**src/rtl/uart_pkg.sv**
```systemverilog
// Shared definitions for the 4x-oversampled UART link stage: bit timing
// constants and the state encoding used by both the RX and TX state machines.
package uart_pkg;

    localparam int OVERSAMPLE = 4;
    localparam int HALF_BIT   = 2;

    // The phase counter runs 0..OVERSAMPLE-1 across one bit time.
    localparam logic [1:0] PHASE_LAST   = 2'(OVERSAMPLE - 1);
    // Start bit is checked HALF_BIT cycles after the falling edge is seen.
    localparam logic [1:0] START_SAMPLE = 2'(HALF_BIT - 1);

    typedef enum logic [2:0] {
        ST_IDLE    = 3'd0,
        ST_START   = 3'd1,
        ST_DATA    = 3'd2,
        ST_STOP    = 3'd3,
        ST_RECOVER = 3'd4
    } uart_state_e;

endpackage

```
**src/rtl/uart_x4_rx.sv**
```systemverilog
// UART receiver: input synchronizer plus a 4x-oversampled 8N1 deframer that
// samples each bit in the middle of its four-cycle window.
module uart_x4_rx
    import uart_pkg::*;
#(
    parameter int DATA_BITS   = 8,
    parameter int SYNC_STAGES = 2
) (
    input  logic                 UART_CLK_X4,
    input  logic                 UART_RST_N,
    input  logic                 UART_RX,
    output logic                 received,
    output logic [DATA_BITS-1:0] rx_byte,
    output logic                 is_receiving,
    output logic                 recv_error
);

    localparam int BIT_W = $clog2(DATA_BITS + 2);
    localparam logic [BIT_W-1:0] LAST_BIT = BIT_W'(DATA_BITS - 1);

    logic [SYNC_STAGES-1:0] sync_q;
    logic                   rx_s;
    uart_state_e            rx_state;
    logic [1:0]             rx_phase;
    logic [BIT_W-1:0]       rx_bit_idx;
    logic [DATA_BITS-1:0]   rx_shift;

    // Synchronizer resets to the idle (high) line level so reset never looks like a start bit.
    always_ff @(posedge UART_CLK_X4 or negedge UART_RST_N) begin
        if (!UART_RST_N) begin
            sync_q <= '1;
        end else begin
            sync_q <= {sync_q[SYNC_STAGES-2:0], UART_RX};
        end
    end

    assign rx_s = sync_q[SYNC_STAGES-1];

    always_ff @(posedge UART_CLK_X4 or negedge UART_RST_N) begin
        if (!UART_RST_N) begin
            rx_state     <= ST_IDLE;
            rx_phase     <= '0;
            rx_bit_idx   <= '0;
            rx_shift     <= '0;
            rx_byte      <= '0;
            received     <= 1'b0;
            recv_error   <= 1'b0;
            is_receiving <= 1'b0;
        end else begin
            received   <= 1'b0;
            recv_error <= 1'b0;
            case (rx_state)
                ST_IDLE: begin
                    if (!rx_s) begin
                        rx_state     <= ST_START;
                        rx_phase     <= '0;
                        is_receiving <= 1'b1;
                    end
                end
                ST_START: begin
                    if (rx_phase == START_SAMPLE) begin
                        rx_phase <= '0;
                        if (rx_s) begin
                            // Line went back high before mid-start-bit: treat as noise.
                            rx_state     <= ST_IDLE;
                            is_receiving <= 1'b0;
                        end else begin
                            rx_state   <= ST_DATA;
                            rx_bit_idx <= '0;
                        end
                    end else begin
                        rx_phase <= rx_phase + 1'b1;
                    end
                end
                ST_DATA: begin
                    if (rx_phase == PHASE_LAST) begin
                        rx_phase <= '0;
                        rx_shift <= {rx_s, rx_shift[DATA_BITS-1:1]};
                        if (rx_bit_idx == LAST_BIT) begin
                            rx_state <= ST_STOP;
                        end else begin
                            rx_bit_idx <= rx_bit_idx + 1'b1;
                        end
                    end else begin
                        rx_phase <= rx_phase + 1'b1;
                    end
                end
                ST_STOP: begin
                    if (rx_phase == PHASE_LAST) begin
                        rx_phase <= '0;
                        if (rx_s) begin
                            rx_byte      <= rx_shift;
                            received     <= 1'b1;
                            is_receiving <= 1'b0;
                            rx_state     <= ST_IDLE;
                        end else begin
                            recv_error <= 1'b1;
                            rx_state   <= ST_RECOVER;
                        end
                    end else begin
                        rx_phase <= rx_phase + 1'b1;
                    end
                end
                ST_RECOVER: begin
                    // Wait out a break so a held-low line cannot start a bogus frame.
                    if (rx_s) begin
                        rx_state     <= ST_IDLE;
                        is_receiving <= 1'b0;
                    end
                end
                default: begin
                    rx_state     <= ST_IDLE;
                    is_receiving <= 1'b0;
                end
            endcase
        end
    end

endmodule

```
**src/rtl/uart_x4_phy.sv**
```systemverilog
// Full-duplex 8N1 UART PHY at 4x baud: instantiates the receiver and holds the
// transmit state machine and shift register inline.
module uart_x4_phy
    import uart_pkg::*;
#(
    parameter int DATA_BITS   = 8,
    parameter int SYNC_STAGES = 2
) (
    input  logic                 UART_CLK_X4,
    input  logic                 UART_RST_N,
    input  logic                 UART_RX,
    output logic                 UART_TX,
    input  logic                 transmit,
    input  logic [DATA_BITS-1:0] tx_byte,
    output logic                 is_transmitting,
    output logic                 received,
    output logic [DATA_BITS-1:0] rx_byte,
    output logic                 is_receiving,
    output logic                 recv_error
);

    localparam int BIT_W = $clog2(DATA_BITS + 2);
    localparam logic [BIT_W-1:0] LAST_BIT = BIT_W'(DATA_BITS - 1);

    uart_state_e          tx_state;
    logic [1:0]           tx_phase;
    logic [BIT_W-1:0]     tx_bit_idx;
    logic [DATA_BITS-1:0] tx_shift;

    uart_x4_rx #(
        .DATA_BITS   (DATA_BITS),
        .SYNC_STAGES (SYNC_STAGES)
    ) u_rx (
        .UART_CLK_X4  (UART_CLK_X4),
        .UART_RST_N   (UART_RST_N),
        .UART_RX      (UART_RX),
        .received     (received),
        .rx_byte      (rx_byte),
        .is_receiving (is_receiving),
        .recv_error   (recv_error)
    );

    // Handshake: transmit is a one-cycle request, taken on a rising edge only when
    // is_transmitting is low; tx_byte is captured on that edge and ignored afterwards.
    always_ff @(posedge UART_CLK_X4 or negedge UART_RST_N) begin
        if (!UART_RST_N) begin
            tx_state        <= ST_IDLE;
            tx_phase        <= '0;
            tx_bit_idx      <= '0;
            tx_shift        <= '0;
            UART_TX         <= 1'b1;
            is_transmitting <= 1'b0;
        end else begin
            case (tx_state)
                ST_IDLE: begin
                    if (transmit && !is_transmitting) begin
                        tx_shift        <= tx_byte;
                        UART_TX         <= 1'b0;
                        is_transmitting <= 1'b1;
                        tx_phase        <= '0;
                        tx_state        <= ST_START;
                    end
                end
                ST_START: begin
                    if (tx_phase == PHASE_LAST) begin
                        tx_phase   <= '0;
                        tx_bit_idx <= '0;
                        UART_TX    <= tx_shift[0];
                        tx_shift   <= {1'b0, tx_shift[DATA_BITS-1:1]};
                        tx_state   <= ST_DATA;
                    end else begin
                        tx_phase <= tx_phase + 1'b1;
                    end
                end
                ST_DATA: begin
                    if (tx_phase == PHASE_LAST) begin
                        tx_phase <= '0;
                        if (tx_bit_idx == LAST_BIT) begin
                            UART_TX  <= 1'b1;
                            tx_state <= ST_STOP;
                        end else begin
                            UART_TX    <= tx_shift[0];
                            tx_shift   <= {1'b0, tx_shift[DATA_BITS-1:1]};
                            tx_bit_idx <= tx_bit_idx + 1'b1;
                        end
                    end else begin
                        tx_phase <= tx_phase + 1'b1;
                    end
                end
                ST_STOP: begin
                    if (tx_phase == PHASE_LAST) begin
                        tx_phase        <= '0;
                        is_transmitting <= 1'b0;
                        tx_state        <= ST_IDLE;
                    end else begin
                        tx_phase <= tx_phase + 1'b1;
                    end
                end
                default: begin
                    UART_TX         <= 1'b1;
                    is_transmitting <= 1'b0;
                    tx_state        <= ST_IDLE;
                end
            endcase
        end
    end

endmodule

```
**config.mk**
```make
export PLATFORM = sky130hd
export DESIGN_NAME = uart_x4_phy
export DESIGN_NICKNAME = d
export VERILOG_FILES = /design/src/rtl/uart_pkg.sv /design/src/rtl/uart_x4_rx.sv /design/src/rtl/uart_x4_phy.sv
export SDC_FILE = /design/constraint.sdc
export NUM_CORES = 1
export LEC_CHECK = 0
export CAP_MARGIN = 20
export CORE_ASPECT_RATIO = 0.5
export CORE_MARGIN = 3
export CORE_UTILIZATION = 25
export CTS_CLUSTER_SIZE = 8
export DETAILED_ROUTE_END_ITERATION = 10
export GPL_TIMING_DRIVEN = 0
export SETUP_SLACK_MARGIN = 0.15
export SLEW_MARGIN = 20
export SYNTH_ARGS = -nofsm -noshare
export SYNTH_HDL_FRONTEND = slang
export SYNTH_SLANG_ARGS = --single-unit
```
**constraint.sdc**
```tcl
create_clock -name UART_CLK_X4 -period 5.54 [get_ports UART_CLK_X4]
set_clock_uncertainty 0.2 [all_clocks]
set_input_delay 1.108 -clock UART_CLK_X4 [delete_from_list [all_inputs] [get_ports UART_CLK_X4]]
set_output_delay 1.108 -clock UART_CLK_X4 [all_outputs]
set_load 0.005 [all_outputs]
```
# Word level (Yosys, flattened, before mapping)
# Cells that the tools add are included.
[word_totals] word_cells=127 out_inout_bits=13 register_bits=49 input_bits=12
[classes] mux=55 n_eq_ne=26 n_bitwise=3 add_sub_neg=4 n_reduce_logical=24
[ops] operator="3-bit two-way mux" n=12
[ops] operator="8-bit two-way mux" n=4
[ops] operator="4-bit two-way mux" n=7
[ops] operator="8-bit case mux with 3 select lines" n=1
[ops] operator="2-bit inequality test, second input constant" n=9
[ops] operator="1-bit two-way mux" n=16
[ops] operator="4-bit case mux with 2 select lines" n=2
[ops] operator="3-bit case mux with 5 select lines" n=1
[ops] operator="5-bit AND reduction" n=3
[ops] operator="3-bit by 2-bit == test with 1-bit output, second input constant" n=4
[ops] operator="2-bit two-way mux" n=6
[ops] operator="3-bit case mux with 4 select lines" n=1
[ops] operator="4-bit AND reduction" n=3
[ops] operator="2-bit by 1-bit inequality test with 1-bit output, second input constant" n=5
[ops] operator="4-bit by 1-bit adder with 4-bit output, second input constant" n=2
[ops] operator="4-bit by 3-bit == test with 1-bit output, second input constant" n=2
[ops] operator="3-bit by 1-bit == test with 1-bit output, second input constant" n=2
[ops] operator="3-bit logical NOT" n=2
[ops] operator="2-bit case mux with 3 select lines" n=1
[ops] operator="2-bit AND reduction" n=3
[ops] operator="3-bit AND reduction" n=2
[ops] operator="6-bit AND reduction" n=1
[ops] operator="2-bit nonzero test" n=3
[ops] operator="3-bit nonzero test" n=2
[ops] operator="other kinds (13)" n=18

# Longest topological paths before layout
# Gate-level depths: netlist of run 1.
[logic_depth] depth_word=4 depth_mapped=8 depth_no_buf=6

# By module
# A second synthesis of run 1 with hierarchy kept.
[unflattened] cells_unflattened=225 hier_area_um2=2477.4
[modules_own_cells] module="uart_x4_rx" area_each_um2=1408.9 instances=1 cells_each=126 seq_area_each_um2=753.2
[modules_own_cells] module="uart_x4_phy" area_each_um2=1068.5 instances=1 cells_each=99 seq_area_each_um2=451.7

# Worst setup path after synthesis of run 1
# No wires, ideal clock.
[synth_path] path_kind="input port to flip-flop" startpoint="input transmit" endpoint="register tx_shift[7]" t_required_ns=5.215 path_stages=4 setup_time_ns=0.125 setup_slack_ns=3.185 arrival_time_ns=2.030 n_path_buf=0 path_cell_list="nand2b_1 a211oi_4 nand2_2 mux2_4"
[synth_via] elab_chain_len=3
[synth_rtl] item="from (decl)" line="uart_x4_phy.sv:13" rtl="input logic transmit,"
[synth_rtl] item="1-bit logical AND" line="uart_x4_phy.sv:56" rtl="if (transmit && !is_transmitting) begin"
[synth_rtl] item="2-bit inequality test (no line)"
[synth_rtl] item="5-bit AND reduction (no line)"
[synth_rtl] item="to (signal assigned)" line="uart_x4_phy.sv:57" rtl="tx_shift <= tx_byte;"
[synth_rtl] item="to (signal assigned)" line="uart_x4_phy.sv:69" rtl="tx_shift <= {1'b0, tx_shift[DATA_BITS-1:1]};"
[synth_rtl] item="to (signal assigned)" line="uart_x4_phy.sv:83" rtl="tx_shift <= {1'b0, tx_shift[DATA_BITS-1:1]};"
[synth_rtl] item="to (decl)" line="uart_x4_phy.sv:28" rtl="logic [DATA_BITS-1:0] tx_shift;"
# Every way passes these cells.
# A chain may end at the register's enable or synchronous reset.

# Worst setup path after layout of run 1
# Same ends and word-level chain as after synthesis.

==> summary.md, run 1 <==
| Metric | Value |
|---|---|
| Final Hold Vio Count | `0` |
| GRT Total Usage | `a little under a tenth` |
| WL final | `4870 um` |
| Primary FF master, synth | `dfrtp_1` |
| Wire per inst | `between 10 and 15 um` |
| Layout cells sized above 1 | `between 10% and 20%` |
| Critical Path AT | `around 2.7 ns` |
| Pre-CTS worst setup slack | `2.52 ns` |
| IO buf count | `24` |
| CTS sink count | `48` |
| DR vias | `around 1800` |
| Cts bufs inserted | `5` |
| CTS max path bufs | `2` |
| Die X | `about 150 um` |
| Post-synthesis instance total | `between 200 and 250` |
| Leak pwr | `between 1 and 1.5 nW` |
| Non-filler instance count after layout | `around 390` |
| Fmax | `between 300 and 400 MHz` |
| Worst path cell trace | `clkdlybuf4s50_1 -> nand2b_1 -> a211oi_4 -> nand2_2 -> mux2_4` |
| Resize count post-CTS | `0` |
| Crit start category | `primary input` |
| Synth area leaders | `dfrtp_1, mux2_2, ha_1` |
| Crit path max fanout | `8` |
| Sequential Power Share | `between 30% and 40%` |
| Endpoint type of the worst setup path | `flop` |
| CP Data Required Time | `approximately 5.5 ns` |
| Internal | `about 1.0 mW` |
| Power Density | `521 mW/mm^2` |
| DRC viols | `0` |
| Worst path bufs/invs | `1` |
| Register area share after synthesis | `about 49%` |
| Max Slew Vio Count | `0` |
| Slowest stage cell, crit path | `a211oi_4` |
| Worst hold slack | `roughly 0.16 ns` |
| Die area | `~0.011 mm^2` |
| Syn. warnings | `0` |
| Worst rel slew slack | `58.3%` |
| Final GP Congestion | `roughly 0.82` |
| Antenna Violating Nets Remaining | `0` |
| Final min period | `between 2 and 3 ns` |
| Async S/R FF share, synth | `between 90% and 100%` |
| Final period util | `48.9%` |
| Post-Route Utilization | `about a third` |
| Clk pwr share | `22.3%` |
| Die height | `between 70 and 80 um` |
| Cell area after layout | `about 0.0030 mm^2` |
| Antenna diodes | `0` |
| Via density | `4.60` |
| Kind of critical path | `in -> reg` |
| CP max stage delay | `about 0.51 ns` |
| # nets final | `between 200 and 300` |
| Clock Tree Root | `clkbuf_16` |
| Post-CTS Setup Bufs | `0` |
| Hold Crit Class | `reg -> reg` |
| Synthesized cell area | `0.00245 mm^2` |
| DR pass1 iterations | `4` |
| Initial Util | `26.9%` |
| EDFF count, synth | `0` |
| NetSw | `576 uW` |
| Family with the most delay on the worst path | `compound AO/OA/AOI/OAI gates` |
| Peak VDD IR | `between 0.2 and 0.25 mV` |
| Post-Syn Nets | `roughly 250` |
| Cells after DPL | `379` |
| TritonCTS clock tree | `done` |
| Area share of the leading cell type in the synthesized netlist | `45.9%` |
| Final setup viols | `0` |
| Clock Latency Late Sink | `about 0.29 ns` |
| Io pins | `25` |
| Max-cap violations | `0` |
| CTS H-tree lvls | `2` |
| Vias in the first global route | `~1800` |
| GRT overflow | `0` |
| Area grow syn2layout | `24.3%` |
| Post-synthesis cell type count | `45` |
| RSZ-0062 raised after global routing | `false` |
| Hold_buf cts | `0` |
| Tot Pwr | `between 1.5 and 2 mW` |
| Switch share | `between 30 and 40%` |
| Combinational Power Share | `between 40 and 50%` |
| First-pass GRT wire length | `between 8000 and 9000 um` |
| Status | `finished clean` |
| Placeable Area | `slightly above 0.009 mm^2` |
| Post-DP HPWL | `3570 um` |
| Worst setup margin | `2.83 ns` |
| Synth area leader | `dfrtp_1` |
| Cell Area, Placed | `approximately 0.0029 mm^2` |
| Syn Area/Cell | `10.9 um^2` |
| Initial drt markers | `around 110` |
| Initial antenna violation count | `0` |
| Pin count of the biggest net entering global routing | `26` |
| #FFs+latches synth | `48` |
| Slew @ Worst Pin | `~0.63 ns` |
| Setup TNS | `0 ns` |
| Clock transition at path regs | `about 0.07 ns` |
| Rows | `24` |
-- power groups by stage --
stage               Clock [mW]  Combinational, mW  Sequential, mW
floorplan                    0              0.540           0.532
CTS                      0.364              0.695           0.546
global route             0.379              0.774           0.562
finish                   0.355              0.688           0.546
global placement             0              0.666           0.546
detailed placement           0              0.692           0.551
-- Yosys cell counts, drive strengths merged, types with 4 or more instances --
master / number
a21oi: 21
a31oi: 9
buf: 6
clkbuf: 6
dfrtp: 45
ha: 11
inv: 11
mux2: 19
mux2i: 8
nand2: 14
nand3: 8
nor2: 11
nor2b: 7
nor3: 4
o21ai: 9
-- final cells by class --
cell class	count	area (um^2)
multi-input combinational	153	1130
sequential	48	1200
inverter	11	41.3
buffer	12	75.1
timing repair buffer	25	263
clock buffer	5	125
clock inverter	3	46.3
tap	130	163
fill	962	6080
-- cell usage in the layout, fill, tap and decap left out, drive strengths merged, types with 2 or more instances in the layout --
master / n
nand4: 2
nand3b: 2
mux2i: 8
a31oi: 9
dfstp: 3
inv: 12
nor2b: 7
nor2: 11
clkbuf: 11
nand2b: 3
buf: 8
nor3: 4
a21oi: 21
a22o: 3
ha: 11
nand3: 8
dfrtp: 45
nor3b: 2
clkdlybuf4s50: 23
nand2: 14
o21ai: 9
a32o: 3
mux2: 19
-- per-layer routing --
metal	global-route usage, %	part of all wire (%)	up-vias
met4	3.10	1.2	0
li1	-	-	871
met3	2.32	2.9	5
met5	0	0	-
met1	11.4	46	881
met2	15.5	49	23
-- sequential cells by signal, summed over array words and instances, names as in the netlist, 2 cells and up --
signal	count
u_rx.rx_state	3
u_rx.rx_phase	2
u_rx.rx_shift	8
u_rx.rx_byte	8
u_rx.sync_q	2
tx_phase	2
u_rx.rx_bit_idx	4
tx_shift	8
tx_bit_idx	4
tx_state	2
-- worst paths after layout --
path,start,end,slack [ns],cells after the start
worst max-delay path,transmit,tx_shift[7],2.83,5
worst min-delay path,u_rx.sync_q[0],u_rx.sync_q[1],0.16,0
worst max register to register,tx_state[0],tx_shift[7],3.29,7
worst min register to register,u_rx.sync_q[0],u_rx.sync_q[1],0.16,0
max in group asynchronous,UART_RST_N,UART_TX,3.91,2
min in group asynchronous,UART_RST_N,tx_phase[1],0.63,1
-- worst reg2reg max path, stage by stage, from the launching register on --
cell and delay, ns:
dfrtp_1 0.41, inv_1 0.10, ha_1 0.23, buf_6 0.14, o21ba_4 0.23, a211oi_4 0.43
nand2_2 0.10, mux2_4 0.30
-- logic make-up after synthesis --
group | share of synthesized area, %
xor gates and xnor gates | 0.357
DFF | 49.1
AOI/OAI and AO/OA | 14.9
and+or+nand+nor | 12.7
adders and majority gates | 6.02
muxes | 12.1
buffers and inverters | 4.74
(Power assumes the default switching activity.)
==> run 2: changes to the inputs <==
Clock period 5.54 ns to 2.79 ns, I/O delays scaled along.
==> results of run 2 <==
The final DEF is identical to that of run 1. Status: finished clean.
Main changes from that run: setup slack after placement 2.52 ns -> 0.315 ns; setup slack after layout 2.83 ns -> 0.543 ns; hold slack 0.163 ns -> 0.0793 ns; start point of the critical path transmit -> tx_state[0]; register-to-register setup slack 3.29 ns -> 0.54 ns; total power 1.59 mW -> 3.15 mW; worst IR drop on VDD 0.239 mV -> 0.474 mV
